### src/rtl/duv_ser_tx.sv
// duv_ser_tx
// Two-lane parallel-to-serial transmitter feeding the DUV shift-register
// front end (ser_a -> in_a, ser_b -> in_b). One word pair is captured per
// valid/ready handshake and shifted out MSB first on both lanes in lockstep,
// with ser_frame high for the frame bits. A programmable idle gap follows
// each frame before the next accept.
//
// Optional feature macro: DUV_SER_TX_PARITY_EN
//   defined   : each lane appends one even-parity bit after bit 0 (NBITS = WIDTH+1)
//   undefined : data bits only (NBITS = WIDTH), no parity logic
//
// Parameters
//   WIDTH       data bits per lane per frame (2..32)
//   GAP_CYCLES  idle cycles after each frame (0..255)
//
// Ports
//   clk        in   rising-edge clock
//   arst_n     in   asynchronous active-low reset
//   s_valid    in   word pair offered
//   s_ready    out  transmitter can accept (registered)
//   s_data_a   in   lane A word
//   s_data_b   in   lane B word
//   ser_a      out  lane A serial bit
//   ser_b      out  lane B serial bit
//   ser_frame  out  high while ser_a/ser_b carry frame bits
//   busy       out  high in SHIFT or GAP
//   frame_cnt  out  completed-frame count, wraps at 256
//
// FSM states
//   state    | meaning
//   ST_IDLE  | waiting for a handshake, s_ready high (from the first edge after reset)
//   ST_SHIFT | frame bits on ser_a/ser_b, bit_cnt = index of bit on the lines
//   ST_GAP   | idle spacing, gap_tmr counts down to zero

module duv_ser_tx #(
    parameter int WIDTH      = 8,
    parameter int GAP_CYCLES = 1
) (
    input  logic             clk,
    input  logic             arst_n,
    input  logic             s_valid,
    output logic             s_ready,
    input  logic [WIDTH-1:0] s_data_a,
    input  logic [WIDTH-1:0] s_data_b,
    output logic             ser_a,
    output logic             ser_b,
    output logic             ser_frame,
    output logic             busy,
    output logic [7:0]       frame_cnt
);

`ifdef DUV_SER_TX_PARITY_EN
    localparam int NBITS = WIDTH + 1;
`else
    localparam int NBITS = WIDTH;
`endif

    localparam int            CW       = 6;
    localparam logic [CW-1:0] LAST_BIT = CW'(NBITS - 1);
    // Timer counts GAP_CYCLES-1 down to 0, so the GAP state lasts GAP_CYCLES edges.
    localparam logic [7:0]    GAP_LOAD = (GAP_CYCLES > 0) ? 8'(GAP_CYCLES - 1) : 8'd0;

`ifdef DUV_SER_TX_PARITY_EN
    localparam logic [CW-1:0] DATA_LAST = CW'(WIDTH - 1);
`endif

    typedef enum logic [1:0] {
        ST_IDLE  = 2'd0,
        ST_SHIFT = 2'd1,
        ST_GAP   = 2'd2
    } state_t;

    state_t           state, state_nxt;
    logic [WIDTH-1:0] sh_a, sh_b, sh_a_nxt, sh_b_nxt;
    logic [CW-1:0]    bit_cnt, bit_cnt_nxt;
    logic [7:0]       gap_tmr, gap_tmr_nxt;
    logic [7:0]       frame_cnt_nxt;
    logic             ser_a_nxt, ser_b_nxt, frame_nxt;
    logic             ready_nxt, busy_nxt;
    logic             accept;

`ifdef DUV_SER_TX_PARITY_EN
    logic par_a, par_b, par_a_nxt, par_b_nxt;
`endif

    // s_ready is only ever high in IDLE, so this also implies state == ST_IDLE.
    assign accept = s_valid & s_ready;

    always_comb begin
        state_nxt     = state;
        sh_a_nxt      = sh_a;
        sh_b_nxt      = sh_b;
        bit_cnt_nxt   = bit_cnt;
        gap_tmr_nxt   = gap_tmr;
        frame_cnt_nxt = frame_cnt;
        ser_a_nxt     = 1'b0;
        ser_b_nxt     = 1'b0;
        frame_nxt     = 1'b0;
`ifdef DUV_SER_TX_PARITY_EN
        par_a_nxt     = par_a;
        par_b_nxt     = par_b;
`endif

        case (state)
            ST_IDLE: begin
                if (accept) begin
                    state_nxt   = ST_SHIFT;
                    // MSB goes straight to the output register; the shift
                    // register keeps the remaining bits left-aligned.
                    ser_a_nxt   = s_data_a[WIDTH-1];
                    ser_b_nxt   = s_data_b[WIDTH-1];
                    sh_a_nxt    = {s_data_a[WIDTH-2:0], 1'b0};
                    sh_b_nxt    = {s_data_b[WIDTH-2:0], 1'b0};
                    frame_nxt   = 1'b1;
                    bit_cnt_nxt = '0;
`ifdef DUV_SER_TX_PARITY_EN
                    par_a_nxt   = ^s_data_a;
                    par_b_nxt   = ^s_data_b;
`endif
                end
            end

            ST_SHIFT: begin
                if (bit_cnt == LAST_BIT) begin
                    frame_cnt_nxt = frame_cnt + 8'd1;
                    if (GAP_CYCLES == 0) begin
                        state_nxt = ST_IDLE;
                    end else begin
                        state_nxt   = ST_GAP;
                        gap_tmr_nxt = GAP_LOAD;
                    end
                end else begin
                    bit_cnt_nxt = bit_cnt + CW'(1);
                    frame_nxt   = 1'b1;
`ifdef DUV_SER_TX_PARITY_EN
                    if (bit_cnt == DATA_LAST) begin
                        ser_a_nxt = par_a;
                        ser_b_nxt = par_b;
                    end else
`endif
                    begin
                        ser_a_nxt = sh_a[WIDTH-1];
                        ser_b_nxt = sh_b[WIDTH-1];
                        sh_a_nxt  = {sh_a[WIDTH-2:0], 1'b0};
                        sh_b_nxt  = {sh_b[WIDTH-2:0], 1'b0};
                    end
                end
            end

            ST_GAP: begin
                if (gap_tmr == 8'd0) begin
                    state_nxt = ST_IDLE;
                end else begin
                    gap_tmr_nxt = gap_tmr - 8'd1;
                end
            end

            default: begin
                state_nxt = ST_IDLE;
            end
        endcase

        ready_nxt = (state_nxt == ST_IDLE);
        busy_nxt  = (state_nxt != ST_IDLE);
    end

    always_ff @(posedge clk or negedge arst_n) begin
        if (!arst_n) begin
            state     <= ST_IDLE;
            sh_a      <= '0;
            sh_b      <= '0;
            bit_cnt   <= '0;
            gap_tmr   <= '0;
            frame_cnt <= '0;
            ser_a     <= 1'b0;
            ser_b     <= 1'b0;
            ser_frame <= 1'b0;
            s_ready   <= 1'b0;
            busy      <= 1'b0;
`ifdef DUV_SER_TX_PARITY_EN
            par_a     <= 1'b0;
            par_b     <= 1'b0;
`endif
        end else begin
            state     <= state_nxt;
            sh_a      <= sh_a_nxt;
            sh_b      <= sh_b_nxt;
            bit_cnt   <= bit_cnt_nxt;
            gap_tmr   <= gap_tmr_nxt;
            frame_cnt <= frame_cnt_nxt;
            ser_a     <= ser_a_nxt;
            ser_b     <= ser_b_nxt;
            ser_frame <= frame_nxt;
            s_ready   <= ready_nxt;
            busy      <= busy_nxt;
`ifdef DUV_SER_TX_PARITY_EN
            par_a     <= par_a_nxt;
            par_b     <= par_b_nxt;
`endif
        end
    end

endmodule

### config.mk
export PLATFORM = sky130hd
export DESIGN_NAME = duv_ser_tx
export DESIGN_NICKNAME = d
export VERILOG_FILES = /design/src/rtl/duv_ser_tx.sv
export SDC_FILE = /design/constraint.sdc
export NUM_CORES = 1
export LEC_CHECK = 0
export CAP_MARGIN = 30
export CORE_ASPECT_RATIO = 1.4
export CORE_MARGIN = 3
export CORE_UTILIZATION = 56
export DETAILED_ROUTE_END_ITERATION = 10
export GPL_TIMING_DRIVEN = 0
export PLACE_DENSITY = 0.93
export SYNTH_ARGS = -nofsm -noshare
export SYNTH_HDL_FRONTEND = slang
export SYNTH_SLANG_ARGS = --single-unit
### constraint.sdc
create_clock -name clk -period 3.4 [get_ports clk]
set_clock_uncertainty 0.2 [all_clocks]
set_input_delay 0.68 -clock clk [delete_from_list [all_inputs] [get_ports clk]]
set_output_delay 0.68 -clock clk [all_outputs]
set_load 0.05 [all_outputs]
==> impl_metrics.env <==
export IMPL_clk_path_buf_depth=2
export IMPL_die_h_um=75.3
export IMPL_cts_max_level=2
export IMPL_initialDrtViolationCount=39
export IMPL_ys_types=32
export IMPL_grtUsageMet1_pct=21.6
export IMPL_hp_start="frame_cnt[7]"
export IMPL_cts_tree="yes"
export IMPL_io_pins=32
export IMPL_syn_avg_cell_area_sq_um=11.0
export IMPL_ctsResizeCount=0
export IMPL_grt_start_max_net_pins=44
export IMPL_die_width_um=55.5
export IMPL_grt_util_met2_pct=39.6
export IMPL_coreArea_sq_um=3210
export IMPL_p_leak_nw=1.08
export IMPL_finalSetupViolations=0
export IMPL_postCtsSetupBuffers=0
export IMPL_dieArea_sq_um=4180
export IMPL_drive_above_1_share_pct=8.45
export IMPL_finalHoldViolations=0
export IMPL_synth_area_sq_um=1920
export IMPL_drt_pass1_iter_count=4
export IMPL_grt_most_used_layer="met2"
export IMPL_layout_common_cells="dfrtp_1, clkdlybuf4s50_1, nand2_1, o21a_1"
export IMPL_p_clk_share_pct=20.2
export IMPL_p_per_area_nw_per_um2=845
export IMPL_combPwrFrac_pct=40.6
export IMPL_hold_path_end="frame_cnt[7]"
export IMPL_holdPathStages=1
export IMPL_grt_overflow_total=0
export IMPL_arrival_ns=1.55
export IMPL_final_nets=235
export IMPL_wl_um=3970
export IMPL_crit_path_cell_trace="clkdlybuf4s50_1"
export IMPL_crit_slowest_cell="clkdlybuf4s50_1"
export IMPL_rr_worst_depth=5
export IMPL_p_int_mw=1.25
export IMPL_clock_root_buffer="clkbuf_8"
export IMPL_slew_headroom_pct=37.4
export IMPL_end_kind="primary output"
export IMPL_cts_sinks=43
export IMPL_rsz0062_at_grt="false"
export IMPL_critPathLaunchType="register"
export IMPL_met3_usage_pct=5.93
export IMPL_hold_path_class="register to register"
export IMPL_synth_warnings=0
export IMPL_antenna_left=0
export IMPL_grt_pass1_wl_um=6670
export IMPL_antennaDiodeCount=0
export IMPL_multi_input_area_sq_um=792
export IMPL_reg2reg_slack_ns=1.26
export IMPL_start_util_pct=59.8
export IMPL_routedWlPerCell_um=15.8
export IMPL_rows=24
export IMPL_place_port_buffers=31
export IMPL_gr_usage_all_layers_pct=20.8
export IMPL_crit_type="register to primary output"
export IMPL_max_stage_delay_ns=0.83
export IMPL_switching_share_pct=38.1
export IMPL_max_freq_mhz=411
export IMPL_drc=0
export IMPL_holdBufCountCts=0
export IMPL_netSwitchingPower_mw=0.770
export IMPL_required_ns=2.52
export IMPL_seq_area_frac_synth_pct=56.0
export IMPL_r2r_start="bit_cnt[3]"
export IMPL_synth_seq_cells=43
export IMPL_status="finished clean"
export IMPL_crit_fanout=5
export IMPL_fin_crit_sh_pct=71.6
export IMPL_antenna_found_initial=0
export IMPL_period_minus_slack_ns=2.43
export IMPL_syn_inst=174
export IMPL_fin_setup_tns_ns=0
export IMPL_vdd_drop_max_mv=0.544
export IMPL_via_per_inst=5.78
export IMPL_cts_reportedPaths_clkPinSlew_ns=0.07
export IMPL_dp_hpwl_um=2930
export IMPL_numCtsBuffers=5
export IMPL_syn2layout_area_growth_pct=24.5
export IMPL_r2r_end="sh_b[5]"
export IMPL_seqCellArea_sq_um=1080
export IMPL_synth_nets=197
export IMPL_num_vias=1457
export IMPL_critPathBufInv=1
export IMPL_whs_ns=0.282
export IMPL_clk_latency_ns=0.30
export IMPL_grt_pass1_vias=1521
export IMPL_cp_top_family="buffers and inverters"
export IMPL_n_fill_cell=221
export IMPL_drv_slew=0
export IMPL_sequentialPowerShare_pct=39.2
export IMPL_place_gp_congestion=0.741
export IMPL_max_slew_worst_pin_slew_ns=0.940
export IMPL_mostFrequentLayoutCell="dfrtp_1"
export IMPL_drv_cap=0
layout make-up:
class | instances | share of cell area [%]
Buffer | 6 | 1.31
Clock buffer | 6 | 3.45
Tap cell | 39 | 2.04
Clock inverter | 2 | 1.46
Multi-Input combinational cell | 119 | 33.1
Sequential cell | 43 | 45.0
Timing Repair Buffer | 31 | 12.8
Inverter | 6 | 0.941
how the worst max path moves through the flow:
stage / start / endpoint / slack, ns / cells after the start
3_3_place_gp: arst_n / ser_b / 0.45 / 1
2_1_floorplan: bit_cnt[3] / frame_cnt[6] / 1.50 / 5
3_5_place_dp: s_valid / bit_cnt[2] / 1.07 / 5
6_report: frame_cnt[3] / frame_cnt[3] / 0.97 / 1
4_1_cts: frame_cnt[3] / frame_cnt[3] / 0.95 / 1
5_1_grt: frame_cnt[3] / frame_cnt[3] / 0.90 / 1
metrics by stage:
step / instance area (sq um) / cells / power [mW] / utilization, % / setup slack, ns
final: 2390 / 252 / 2.02 / 74.5 / 0.965
after global routing: 2390 / 252 / 2.14 / 74.5 / 0.899
after CTS: 2390 / 252 / 2.03 / 74.5 / 0.950
after detailed placement: 2280 / 244 / 1.63 / 70.8 / 1.07
after global placement: 2280 / 244 / 1.58 / 71.0 / 0.446
after floorplan: 1920 / 174 / 1.37 / - / 1.50
cells by family (layout without fill, tap and decap cells):
group	count (synthesis)	in the layout	share of synthesized area, %
compound gates	46	46	16.8
xor+xnor	9	9	4.10
fa+ha+maj	4	4	2.60
buf+inv	12	51	2.80
flops	43	43	56.0
mux	1	1	0.521
simple gates	59	59	17.2
cells in the mapped netlist:
cell / instances / area, sq um
o22ai_1: 2 / 12.5
nor2b_1: 2 / 12.5
and3_1: 3 / 18.8
nand4_1: 3 / 18.8
ha_1: 4 / 50.1
nor2_1: 3 / 11.3
o21ai_0: 9 / 45.0
buf_2: 1 / 5.00
nor3_4: 2 / 32.5
or4_1: 4 / 30.0
o22a_1: 10 / 87.6
or3b_2: 1 / 8.76
a21oi_1: 4 / 20.0
nand3_1: 10 / 50.1
nand2_1: 21 / 78.8
clkbuf_1: 4 / 15.0
o31ai_1: 2 / 15.0
a31oi_1: 2 / 12.5
inv_1: 6 / 22.5
o21a_1: 11 / 82.6
or3_4: 1 / 11.3
dfrtp_1: 43 / 1080
or3_1: 5 / 31.3
nor3_1: 2 / 10.0
xnor2_1: 5 / 43.8
xor2_1: 4 / 35.0
o21ai_2: 2 / 17.5
o211ai_1: 4 / 30.0
mux2i_1: 1 / 10.0
buf_6: 1 / 11.3
nor3_2: 1 / 10.0
nand2b_1: 1 / 6.26
power groups by stage:
stage / clock, mW / sequential [mW] / combinational, mW
floorplan: 0 / 0.937 / 0.435
global placement: 0 / 0.789 / 0.790
detailed placement: 0 / 0.802 / 0.823
CTS: 0.417 / 0.791 / 0.827
global route: 0.435 / 0.810 / 0.894
finish: 0.409 / 0.792 / 0.820
layer usage:
| layer | wire, um | vias to the layer above |
|---|---|---|
| met4 | 60 | 0 |
| met2 | 2140 | 36 |
| met5 | 0 | - |
| li1 | - | 706 |
| met1 | 1580 | 708 |
| met3 | 190 | 7 |
state kept, by name, indices dropped and copies added (netlist names):
name	flops
ser_b	1
ser_a	1
sh_a	7
busy	1
s_ready	1
ser_frame	1
frame_cnt	8
gap_tmr	8
bit_cnt	6
sh_b	7
state	2
(Power assumes the default switching activity.)
